## config.mk

```make
export PLATFORM = sky130hd
export DESIGN_NAME = imm_gen_pipe
export DESIGN_NICKNAME = d
export VERILOG_FILES = /design/src/rtl/imm_gen_pipe.sv
export SDC_FILE = /design/constraint.sdc
export NUM_CORES = 1
export LEC_CHECK = 0
export ABC_AREA = 0
export BUFFER_PORTS_ARGS = -buffer_cell sky130_fd_sc_hd__buf_4
export CAP_MARGIN = 15
export CORE_UTILIZATION = 47
export DETAILED_ROUTE_END_ITERATION = 16
export HOLD_SLACK_MARGIN = 0.1
export PLACE_DENSITY = 0.8
export REMOVE_ABC_BUFFERS = 1
export SLEW_MARGIN = 20
export SYNTH_ARGS = -nofsm -noshare
export SYNTH_HDL_FRONTEND = slang
export SYNTH_SLANG_ARGS = --single-unit
```

## constraint.sdc

```tcl
create_clock -name clk -period 1.5 [get_ports clk]
set_clock_uncertainty 0.15 [all_clocks]
set_input_delay 0 -clock clk [delete_from_list [all_inputs] [get_ports clk]]
set_output_delay 0 -clock clk [all_outputs]
set_load 0.01 [all_outputs]
```

## src/rtl/imm_gen_pipe.sv

```systemverilog
// rtl/imm_gen_pipe.sv - registered RV32I/RV64I immediate generator at the decode/execute boundary
module imm_gen_pipe #(
   parameter int XLEN        = 32,
   parameter int AUTO_DECODE = 0
) (
   input  logic            clk,
   input  logic            reset,
   input  logic            in_valid,
   input  logic [31:0]     instr,
   input  logic [2:0]      immsrc,
   input  logic            stall,
   input  logic            flush,
   output logic [XLEN-1:0] imm_out,
   output logic            imm_valid,
   output logic            imm_err
);

   localparam logic [2:0] FMT_I   = 3'b000;
   localparam logic [2:0] FMT_S   = 3'b001;
   localparam logic [2:0] FMT_B   = 3'b010;
   localparam logic [2:0] FMT_J   = 3'b011;
   localparam logic [2:0] FMT_U   = 3'b100;
   localparam logic [2:0] FMT_Z   = 3'b101;
   localparam logic [2:0] FMT_SH  = 3'b110;
   localparam logic [2:0] FMT_RSV = 3'b111;

   // Raw signed fields; the size casts below sign-extend them to XLEN.
   logic signed [11:0] i_raw;
   logic signed [11:0] s_raw;
   logic signed [12:0] b_raw;
   logic signed [20:0] j_raw;
   logic signed [31:0] u_raw;

   assign i_raw = instr[31:20];
   assign s_raw = {instr[31:25], instr[11:7]};
   assign b_raw = {instr[31], instr[7], instr[30:25], instr[11:8], 1'b0};
   assign j_raw = {instr[31], instr[19:12], instr[20], instr[30:21], 1'b0};
   assign u_raw = {instr[31:12], 12'b0};

   logic [2:0]      fmt;
   logic            shamt_5b;
   logic [XLEN-1:0] ext;
   logic            ext_err;

   always_comb begin
      fmt      = immsrc;
      shamt_5b = (XLEN == 32);
      if (AUTO_DECODE != 0) begin
         case (instr[6:0])
            7'b0000011, 7'b1100111: fmt = FMT_I;
            7'b0010011: fmt = (instr[13:12] == 2'b01) ? FMT_SH : FMT_I;
            7'b0011011: begin
               // Word shifts on RV64 only ever shift by 0..31.
               fmt      = (XLEN == 64) ? ((instr[13:12] == 2'b01) ? FMT_SH : FMT_I) : FMT_RSV;
               shamt_5b = 1'b1;
            end
            7'b0100011:             fmt = FMT_S;
            7'b1100011:             fmt = FMT_B;
            7'b1101111:             fmt = FMT_J;
            7'b0110111, 7'b0010111: fmt = FMT_U;
            7'b1110011:             fmt = instr[14] ? FMT_Z : FMT_I;
            default:                fmt = FMT_RSV;
         endcase
      end
   end

   always_comb begin
      ext     = '0;
      ext_err = 1'b0;
      case (fmt)
         FMT_I:  ext = XLEN'(i_raw);
         FMT_S:  ext = XLEN'(s_raw);
         FMT_B:  ext = XLEN'(b_raw);
         FMT_J:  ext = XLEN'(j_raw);
         FMT_U:  ext = XLEN'(u_raw);
         FMT_Z:  ext = XLEN'(instr[19:15]);
         FMT_SH: ext = shamt_5b ? XLEN'(instr[24:20]) : XLEN'(instr[25:20]);
         default: begin
            ext     = '0;
            ext_err = 1'b1;
         end
      endcase
   end

   logic [XLEN-1:0] imm_d,   imm_q;
   logic            valid_d, valid_q;
   logic            err_d,   err_q;

   always_comb begin
      imm_d   = ext;
      valid_d = in_valid;
      err_d   = in_valid & ext_err;
      if (flush) begin
         imm_d   = '0;
         valid_d = 1'b0;
         err_d   = 1'b0;
      end else if (stall) begin
         imm_d   = imm_q;
         valid_d = valid_q;
         err_d   = err_q;
      end
   end

   always_ff @(posedge clk) begin
      if (reset) begin
         imm_q   <= '0;
         valid_q <= 1'b0;
         err_q   <= 1'b0;
      end else begin
         imm_q   <= imm_d;
         valid_q <= valid_d;
         err_q   <= err_d;
      end
   end

   assign imm_out   = imm_q;
   assign imm_valid = valid_q;
   assign imm_err   = err_q;

endmodule

```

==> summary.txt <==
Run status
  – Status: finished, final reports clean

Timing
  – Setup TNS Final: 0 ps
  – # setup viols final: 0
  – Slew @ Worst Pin: 490.9 ps
  – Fin. Hold Viols: 0
  – Period utilisation layout: 97.43%
  – RSZ-0062 raised after global routing: false
  – Max Clk Rate: ~700 MHz
  – Hold_ws: approximately 45 ps
  – Slew Limit Headroom: 67.27%
  – Minimum clock period after layout: 1461 ps
  – Slew Limit Fails: 0

Place
  – Port bufs: 66
  – RD Place Congestion: about 0.80
  – Detailed-placement wirelength estimate: 2996 um
  – # placed instances: 282

Setup path
  – Crit path DAT: 1580 ps
  – Worst path required time: 1620 ps
  – Cells on worst reg2reg path: 3
  – R2R Setup Slk: about 50 ps
  – CP Capture Type: flop
  – Setup crit start kind: primary input
  – Crit Reg-Reg Endpoint: imm_out[15]$_SDFFE_PP0N_
  – Crit path kind: in -> reg
  – R2R Path Start: imm_out[15]$_SDFFE_PP0N_
  – CP Max Fanout: 22

CTS
  – CTS max path bufs: 2
  – H-tree depth: 2
  – Reg clk slew, reported paths: 110 ps
  – CTS Sinks: 34
  – CTS root buffer: clkbuf_4
  – Worst skew pair latency: about 350 ps
  – TritonCTS clock tree: built
  – Total CTS buffers: 5

Global routing
  – Vias in the first global route: 1649
  – Largest net degree at the start of global routing: 25
  – First-pass GRT wire length: 7721 um
  – Initial antenna violation count: 0
  – GRT overflow: 0
  – Overall Global Routing Usage: 27.64%

Floorplanning
  – Core Region: about 3400 sq um
  – Die area: 3813 sq um
  – # rows: 21
  – Width of the die: 61.75 um
  – Die Height: just over 60 um
  – Io pins: 74
  – Initial Utilization: 49.50%

Logic synthesis
  – Synth top area cells: dfxtp_1, a21oi_1, a311oi_1
  – Syn avg cell area: a little over 9 sq um
  – Synthesis-stage register bit count: 34
  – Seq/Total Area, Yosys: about two fifths
  – FFs w/ async S/R, synth: 0%
  – Post-synth top cells: dfxtp_1, a21oi_1, nand2_1
  – Top_reg_cell synth: dfxtp_1
  – EDFF count, synth: 0
  – Cells after Synth: roughly 180
  – Count leader, synth: dfxtp_1
  – Cell taking the most area after synthesis: dfxtp_1
  – Synth warn: 0
  – Top cell type's share of synthesized area: 40.57%
  – Netlist Area Pre-Place: roughly 1700 sq um
  – Post-synthesis cell type count: 28

Hold path
  – Hold Path Sink: imm_out[16]$_SDFFE_PP0N_
  – HP Start: immsrc[1]
  – Hold path cells: 4
  – Min-Delay Path Class: in -> reg

Routing
  – Routed length on met2: 2608 um
  – Detailed Routing Iterations Pass 1: 4
  – Wl on met1: 2316 um
  – Met3 WL: between 300 and 400 um
  – Max Used Layer: met4
  – Initial DRC Count: 193
  – Routed wire length: between 5000 and 6000 um
  – Vias after detailed routing: 1907
  – Mean routed wirelength per cell: 15.84 um
  – Post-route ant nets: 0
  – Vias/cell: 5.659
  – DRC viols: 0

Cells and area
  – Nets@finish: 330
  – Area growth syn-to-layout: 62.42%
  – Final core occ: 80.40%
  – Layout cells sized above 1: 34.02%
  – Non-filler cells, final: approximately 340
  – Diodes inserted: 0

Job
  – Max-Cap Viols: 0

Power
  – Static leakage: 1.072 nW
  – Power, Total: 0.002058 W
  – VDD IR max: about 660 uV
  – Pwr per Cell Area: 755.2 nW/um^2
state kept, by name (all words and copies together) (netlist names):
register and count:
imm_err 1, imm_out 32, imm_valid 1
cell type report:
cell class | count | area, sq um
timing repair buffer | 117 | 993.5
multi-input combinational | 132 | 909.6
sequential | 34 | 681.9
fill | 202 | 664.4
tap | 46 | 57.56
clock inverter | 3 | 45.04
clock buffer | 5 | 37.54
kinds of logic after synthesis:
group / count (synthesis) / synth area share, %
AOI/OAI and AO/OA: 77 / 31.54
buffers and inverters: 18 / 5.593
muxes: 12 / 7.830
and+or+nand+nor: 43 / 14.47
DFF: 34 / 40.57
what timing repair did:
| action | in CTS | in global routing |
|---|---|---|
| buffers inserted | 0 | 1 |
| resized for setup | 0 | 2 |
| hold buffers | 40 | 9 |
| setup endpoints to repair | 0 | 5 |
| endpoints found under the hold margin | 34 | 8 |
how the worst max path moves through the flow:
stage / from / endpoint / slack, ps
after floorplan: instr[31] / imm_out[18]$_SDFFE_PP0N_ / 270
after global placement: immsrc[0] / imm_out[13]$_SDFFE_PP0N_ / 250
after detailed placement: immsrc[0] / imm_out[19]$_SDFFE_PP0N_ / 170
after CTS: imm_out[15]$_SDFFE_PP0N_ / imm_out[15]$_SDFFE_PP0N_ / 20
after global routing: imm_out[6]$_SDFFE_PP0N_ / imm_out[6]$_SDFFE_PP0N_ / 6
final: immsrc[0] / imm_out[18]$_SDFFE_PP0N_ / 40
metal layers:
layer / vias to the layer above / global-route usage (%)
li1: 919 / -
met1: 901 / 34.70
met2: 75 / 46.85
met3: 12 / 8.075
met4: 0 / 6.667
met5: - / 0
placed cells by master, fill, tap and decap left out, types with 3 or more instances in the layout:
cell type      count
a21oi_1           26
a22oi_1           11
a311oi_1          11
a31oi_1            4
and3b_2            3
and4b_2            3
buf_4             71
clkbuf_4           5
dfxtp_1           33
dlygate4sd3_1     46
mux2_2             9
mux2i_1            3
nand2_1           17
nor2_1            11
o21ai_0           10
o2bb2ai_1         11
metrics by stage:
step / cell area (sq um) / setup slack (ps)
after detailed placement: 2167 / 167.0
after CTS: 2650 / 18.60
final: 2725 / 38.56
after floorplan: 1584 / 270.2
after global placement: 2167 / 245.5
after global routing: 2725 / 6.200
power by group:
group | internal (W) | total (W) | switching, W
logic | 0.000234 | 0.000432 | 0.000198
clock network | 0.000349 | 0.000687 | 0.000338
registers | 0.000924 | 0.000939 | 0.0000145
total | 0.00151 | 0.00206 | 0.000550
worst max-delay path, cell delays in order:
cell           delay, ps
buf_4                200
nor3b_4              360
o21ai_0              170
dlygate4sd3_1        610
a311oi_1             250
No activity file was read; power rests on OpenSTA's default activity.
